File: config.mk
export PLATFORM = sky130hd
export DESIGN_NAME = muldiv_ctrl
export DESIGN_NICKNAME = d
export VERILOG_FILES = /design/src/rtl/muldiv_pkg.sv /design/src/rtl/muldiv_step.sv /design/src/rtl/muldiv_ctrl.sv
export SDC_FILE = /design/constraint.sdc
export NUM_CORES = 1
export LEC_CHECK = 0
export BUFFER_PORTS_ARGS = -buffer_cell sky130_fd_sc_hd__buf_2
export CAP_MARGIN = 15
export CORE_MARGIN = 2
export CORE_UTILIZATION = 40
export DETAILED_ROUTE_END_ITERATION = 10
export PLACE_DENSITY = 0.62
export SYNTH_ARGS = -nofsm -noshare
export SYNTH_HDL_FRONTEND = slang
export SYNTH_SLANG_ARGS = --single-unit
File: constraint.sdc
create_clock -name clk -period 5.75 [get_ports clk]
set_clock_uncertainty 0.1 [all_clocks]
set_input_delay 1.15 -clock clk [delete_from_list [all_inputs] [get_ports clk]]
set_output_delay 1.15 -clock clk [all_outputs]
set_load 0.05 [all_outputs]
File: src/rtl/muldiv_pkg.sv
// muldiv_pkg: shared encodings, states and constants for the HI/LO multiply/divide sequencer.
package muldiv_pkg;
    localparam int MD_WIDTH = 32;
    localparam logic [31:0] DIV0_LO = 32'hFFFF_FFFF;
    typedef enum logic [1:0] {
        OP_MULT  = 2'b00,
        OP_MULTU = 2'b01,
        OP_DIV   = 2'b10,
        OP_DIVU  = 2'b11
    } md_op_e;
    typedef enum logic [1:0] {IDLE, PREP, ITER, FIX} md_state_e;
    function automatic logic op_is_div(input logic [1:0] op);
        return op[1];
    endfunction
    function automatic logic op_is_signed(input logic [1:0] op);
        return ~op[0];
    endfunction
endpackage

File: src/rtl/muldiv_step.sv
// muldiv_step: one radix-2 iteration, shift-add multiply or restoring divide on magnitudes.
module muldiv_step import muldiv_pkg::*; #(
    parameter int WIDTH = MD_WIDTH
) (
    input  logic             is_div_i,
    input  logic [WIDTH:0]   acc_i,
    input  logic [WIDTH-1:0] wrk_i,
    input  logic [WIDTH:0]   opr_i,
    output logic [WIDTH:0]   acc_o,
    output logic [WIDTH-1:0] wrk_o,
    output logic             q_bit_o
);
    logic [WIDTH+1:0] sum;
    logic [WIDTH+1:0] diff;
    logic [WIDTH:0]   shl;
    always_comb begin
        sum     = {1'b0, acc_i} + (wrk_i[0] ? {1'b0, opr_i} : '0);
        shl     = {acc_i[WIDTH-1:0], wrk_i[WIDTH-1]};
        diff    = {1'b0, shl} - {1'b0, opr_i};
        q_bit_o = is_div_i & ~diff[WIDTH+1];
        acc_o   = is_div_i ? (diff[WIDTH+1] ? shl : diff[WIDTH:0]) : sum[WIDTH+1:1];
        // divide leaves the quotient slot clear; the caller merges q_bit_o
        wrk_o   = is_div_i ? {wrk_i[WIDTH-2:0], 1'b0} : {sum[0], wrk_i[WIDTH-1:1]};
    end
endmodule

File: src/rtl/muldiv_ctrl.sv
// muldiv_ctrl: iterative MULT/MULTU/DIV/DIVU sequencer owning HI/LO.
// Runs one step per cycle on magnitudes, fixes signs at the end, then pulses done.
module muldiv_ctrl import muldiv_pkg::*; #(
    parameter int WIDTH = MD_WIDTH
) (
    input  logic             clk,
    input  logic             rst_n,
    input  logic             start,
    input  logic [1:0]       op,
    input  logic [WIDTH-1:0] a,
    input  logic [WIDTH-1:0] b,
    input  logic             flush,
    input  logic             mthi,
    input  logic             mtlo,
    input  logic [WIDTH-1:0] wdata,
    output logic             busy,
    output logic             done,
    output logic             div_by_zero,
    output logic [WIDTH-1:0] hi,
    output logic [WIDTH-1:0] lo
);
    localparam int CW = $clog2(WIDTH);

    md_state_e        state_q, state_d;
    logic [CW-1:0]    cnt_q, cnt_d;
    logic [1:0]       op_q, op_d;
    logic [WIDTH-1:0] a_q, a_d, b_q, b_d, hi_q, hi_d, lo_q, lo_d, wrk_q, wrk_d, wrk_n;
    logic [WIDTH:0]   acc_q, acc_d, acc_n, opr;
    logic             done_q, done_d, dbz_q, dbz_d;
    logic             is_div, sa, sb, b_zero, q_bit;
    logic [WIDTH-1:0] mag_a, mag_b, quo, rem;
    logic [2*WIDTH-1:0] prod;

    assign is_div = op_is_div(op_q);
    assign sa     = op_is_signed(op_q) & a_q[WIDTH-1];
    assign sb     = op_is_signed(op_q) & b_q[WIDTH-1];
    assign b_zero = b_q == '0;
    assign mag_a  = sa ? -a_q : a_q;
    assign mag_b  = sb ? -b_q : b_q;
    assign opr    = {1'b0, is_div ? mag_b : mag_a};
    assign prod   = (sa ^ sb) ? -{acc_q[WIDTH-1:0], wrk_q} : {acc_q[WIDTH-1:0], wrk_q};
    assign quo    = (sa ^ sb) ? -wrk_q : wrk_q;
    assign rem    = sa ? -acc_q[WIDTH-1:0] : acc_q[WIDTH-1:0];

    muldiv_step #(.WIDTH(WIDTH)) u_step (
        .is_div_i(is_div),
        .acc_i   (acc_q),
        .wrk_i   (wrk_q),
        .opr_i   (opr),
        .acc_o   (acc_n),
        .wrk_o   (wrk_n),
        .q_bit_o (q_bit)
    );

    always_ff @(posedge clk or negedge rst_n) begin
        if (!rst_n) begin
            state_q <= IDLE;
            cnt_q   <= '0;
            op_q    <= '0;
            a_q     <= '0;
            b_q     <= '0;
            hi_q    <= '0;
            lo_q    <= '0;
            acc_q   <= '0;
            wrk_q   <= '0;
            done_q  <= 1'b0;
            dbz_q   <= 1'b0;
        end else begin
            state_q <= state_d;
            cnt_q   <= cnt_d;
            op_q    <= op_d;
            a_q     <= a_d;
            b_q     <= b_d;
            hi_q    <= hi_d;
            lo_q    <= lo_d;
            acc_q   <= acc_d;
            wrk_q   <= wrk_d;
            done_q  <= done_d;
            dbz_q   <= dbz_d;
        end
    end

    always_comb begin
        state_d = state_q;
        cnt_d   = cnt_q;
        op_d    = op_q;
        a_d     = a_q;
        b_d     = b_q;
        hi_d    = hi_q;
        lo_d    = lo_q;
        acc_d   = acc_q;
        wrk_d   = wrk_q;
        done_d  = 1'b0;
        dbz_d   = 1'b0;
        case (state_q)
            IDLE: begin
                if (start && !flush) begin
                    state_d = PREP;
                    op_d    = op;
                    a_d     = a;
                    b_d     = b;
                end else if (!start) begin
                    hi_d = mthi ? wdata : hi_q;
                    lo_d = mtlo ? wdata : lo_q;
                end
            end
            PREP: begin
                acc_d   = '0;
                wrk_d   = is_div ? mag_a : mag_b;
                cnt_d   = '0;
                state_d = (is_div && b_zero) ? FIX : ITER;
            end
            ITER: begin
                acc_d   = acc_n;
                wrk_d   = wrk_n | WIDTH'(q_bit);
                cnt_d   = cnt_q + 1'b1;
                state_d = (cnt_q == CW'(WIDTH - 1)) ? FIX : ITER;
            end
            FIX: begin
                state_d = IDLE;
                done_d  = 1'b1;
                dbz_d   = is_div && b_zero;
                if (is_div && b_zero) begin
                    hi_d = a_q;
                    lo_d = WIDTH'(DIV0_LO);
                end else if (is_div) begin
                    hi_d = rem;
                    lo_d = quo;
                end else begin
                    {hi_d, lo_d} = prod;
                end
            end
            default: state_d = IDLE;
        endcase
        // a squash overrides whatever the current state would have committed
        if (flush && state_q != IDLE) begin
            state_d = IDLE;
            hi_d    = hi_q;
            lo_d    = lo_q;
            done_d  = 1'b0;
            dbz_d   = 1'b0;
        end
    end

    assign busy        = state_q != IDLE;
    assign done        = done_q;
    assign div_by_zero = dbz_q;
    assign hi          = hi_q;
    assign lo          = lo_q;
endmodule

==> results.sh <==
export IMPL_postSynthCellCount=2033
export IMPL_synth_nets=2213
export IMPL_gp_congestion=1.028
export IMPL_drtIter0Drc=1914
export IMPL_register_area_um2=5110
export IMPL_netlist_area_um2=16790
export IMPL_grt_total_usage=0.2843
export IMPL_cts_clk_slew_worst_paths_ns=0.06
export IMPL_crit_chain="or4_4, or4_4, or3_4, or4_4, o31ai_4, xor2_1, mux2_2, nor2_1, ha_1, a21oi_1, o211ai_1, or3_1, a211oi_2, nor4_1, o21a_1, o31ai_1, o21ai_0"
export IMPL_cts_tree="done"
export IMPL_synth_warnings=0
export IMPL_max_freq_mhz=179.8
export IMPL_critPathKind="reg2reg"
export IMPL_cpMaxStageDelayCell="or4_4"
export IMPL_yosysUniqueCellTypes=82
export IMPL_r2r_end="acc_q[31]"
export IMPL_overflow=0
export IMPL_cts_root_buffer="clkbuf_16"
export IMPL_slew_violations=0
export IMPL_required_ns=6.05
export IMPL_tns_ns=0
export IMPL_vias_per_cell=6.145
export IMPL_hold_path_class="reg2reg"
export IMPL_drt_wl_total_um=63020
export IMPL_cts_made_buffers=24
export IMPL_synth_ff_type="dfrtp_1"
export IMPL_synthArstFlopShare=1.000
export IMPL_antenna_left=0
export IMPL_rrSetupSlack_ns=0.19
export IMPL_htree_levels=1
export IMPL_fin_util=0.4596
export IMPL_fin_nets=2340
export IMPL_hold_path_depth=2
export IMPL_setup_viol_count_final=0
export IMPL_portBuffers=170
export IMPL_clk_path_buf_depth=3
export IMPL_startpoint_type="flop"
export IMPL_path_common_cell="or4_4"
export IMPL_die_w_um=208.9
export IMPL_end_kind="flop"
export IMPL_ys_ff_latch=204
export IMPL_final_min_clock_period_ns=5.562
export IMPL_diodes=0
export IMPL_seq_area_frac_synth=0.3040
export IMPL_whs_endpoint="lo[18]"
export IMPL_antenna_found_initial=0
export IMPL_drive_above_1_share=0.1869
export IMPL_synth_edf_count=0
export IMPL_hold_viol=0
export IMPL_grt_pass1_wl_um=96540
export IMPL_core_area_um2=41670
export IMPL_maxCapViolCount=0
export IMPL_rows=75
export IMPL_worstPathArrival_ns=5.86
export IMPL_n_fill_cell=4126
export IMPL_min_from="lo[18]"
export IMPL_dpl_hpwl_um=48440
export IMPL_yosys_top_cells_area="dfrtp_1 30%, xnor2_1 5.9%, ha_1 5.5%"
export IMPL_routed_via_count=16695
export IMPL_yosysTopAreaCell="dfrtp_1"
export IMPL_min_period_over_period=0.9674
export IMPL_grt_max_degree=105
export IMPL_status="completed"
export IMPL_dr_pass1_iters=8
export IMPL_multi_input_area_um2=10990
export IMPL_ioPinCount=171
export IMPL_cts_sinks=204
export IMPL_cp_top_family="simple AND/OR/NAND/NOR gates"
export IMPL_hold_worst_slack_ns=0.3723
export IMPL_synthToLayoutAreaGrowth_pct=14.02
export IMPL_dieHeight_um=208.9
export IMPL_insertion_delay_ns=0.56
export IMPL_slowest_delay_ns=0.57
export IMPL_tightestPinTransition_ns=0.9658
export IMPL_path_buf_inv=0
export IMPL_grt_pass1_vias=16062
export IMPL_yosysTopAreaCellShare=0.3040
export IMPL_worstPathMaxFanout=10
export IMPL_slew_limit_headroom=0.3561
export IMPL_post_drt_wl_per_cell_um=23.19
export IMPL_start_util=0.4031
export IMPL_die_area_um2=43640
export IMPL_reg2reg_depth=17
export IMPL_drc=0
export IMPL_rr_startpoint="b_q[10]"
export IMPL_synth_avg_cell_area_um2=8.261
==> cell usage after synthesis (5+ instances only) <==
cell type	n
a211oi_1	17
a21o_1	29
a21oi_1	182
a221o_1	14
a221oi_1	5
a22o_1	6
a31o_2	5
a31oi_1	21
and2_1	12
and3_1	8
buf_1	12
clkbuf_1	104
dfrtp_1	204
ha_1	74
inv_1	67
mux2_2	80
mux2i_1	13
mux4_2	22
nand2_1	213
nand2b_1	10
nand3_1	26
nand4_1	22
nor2_1	194
nor2b_1	11
nor3_1	41
nor3b_1	11
nor4_1	17
o211ai_1	29
o21a_1	19
o21ai_0	150
o21ai_1	32
o21bai_1	10
o221ai_1	10
o22ai_1	35
o31ai_1	19
o41ai_1	6
or2_2	6
or3_1	28
or4_1	17
xnor2_1	113
xor2_1	56
==> stage by stage <==
stage / worst slack (ns) / std cells / instance area [µm²]
CTS: 0.06515 / 2714 / 19060
floorplan: 0.1951 / 2033 / 16790
global route: -0.009419 / 2717 / 19150
global placement: 0.1378 / 2670 / 18260
detailed placement: 0.08929 / 2670 / 18260
finish: 0.1877 / 2717 / 19150
==> flip-flops by register name (all words and copies together), names as in the netlist <==
name and flops:
acc_q 33, a_q 32, b_q 32, hi 32
lo 32, wrk_q 32, cnt_q 5, op_q 2
state_q 2, div_by_zero 1, done 1
==> repair_timing <==
item | 4_1_cts | 5_1_grt
hold endpoints to repair | 0 | 0
hold buffers | 0 | 0
endpoints found under the setup margin | 0 | 32
setup buffers | 0 | 3
resized for setup | 0 | 15
==> how the worst max path moves through the flow <==
stage	from	end	slack (ns)	depth (start not counted)
floorplan	b_q[10]	acc_q[21]	0.20	17
global placement	b_q[10]	acc_q[31]	0.14	17
detailed placement	b_q[10]	acc_q[31]	0.09	17
CTS	b_q[10]	acc_q[30]	0.07	19
global route	b_q[10]	acc_q[7]	-0.009	19
finish	b_q[10]	acc_q[31]	0.19	17
==> layout make-up <==
cell class / instances / share of cell area
Clock buffer: 31 / 0.03326
Clock inverter: 13 / 0.008494
Inverter: 70 / 0.01372
Multi-Input combinational cell: 1633 / 0.5737
Sequential cell: 204 / 0.2669
Tap cell: 539 / 0.03522
Timing Repair Buffer: 227 / 0.06874
==> cells in the final DEF (no fill, tap or decap), drive strengths merged, types with 19 or more instances in the layout <==
cell type,synthesis,final
xor2,56,56
nor2,195,195
ha,74,74
buf,22,226
nor3,41,41
inv,68,69
o31ai,19,19
o21a,19,19
nand2,214,214
o211ai,29,29
a21oi,182,182
a31oi,21,21
o22ai,35,35
nand4,22,22
xnor2,113,113
o21ai,182,182
mux2,80,80
a21o,29,29
mux4,22,22
nor4,19,19
clkbuf,104,32
nand3,26,26
or4,20,20
or3,29,29
dfrtp,204,204
==> routing by layer <==
| layer | track usage | vias to the layer above | wire length, µm |
|---|---|---|---|
| li1 | - | 7683 | - |
| met2 | 0.4567 | 845 | 28500 |
| met3 | 0.04253 | 146 | 5433 |
| met5 | 0 | - | 0 |
| met4 | 0.1180 | 0 | 2818 |
| met1 | 0.3833 | 8021 | 26260 |
==> kinds of logic after synthesis <==
logic type / after synthesis / synth area share
AO/OA/AOI/OAI: 637 / 0.2358
AND/OR/NAND/NOR: 636 / 0.1773
flip-flops: 204 / 0.3040
buffers and inverters: 196 / 0.04634
XOR/XNOR: 169 / 0.08814
multiplexers: 115 / 0.09090
adder cells (fa/ha/maj): 76 / 0.05752
==> worst register-to-register path: cells and delay by family (launching register included) <==
kind,cells,cell delay (ns)
mux,1,0.31
compound gates,7,1.46
xor+xnor,1,0.11
fa+ha+maj,1,0.38
simple gates,7,2.61
flops,1,0.44
Power is left out: the tool's default activity adds up to more than one toggle a clock period on the data nets, which glitch-free logic cannot reach.
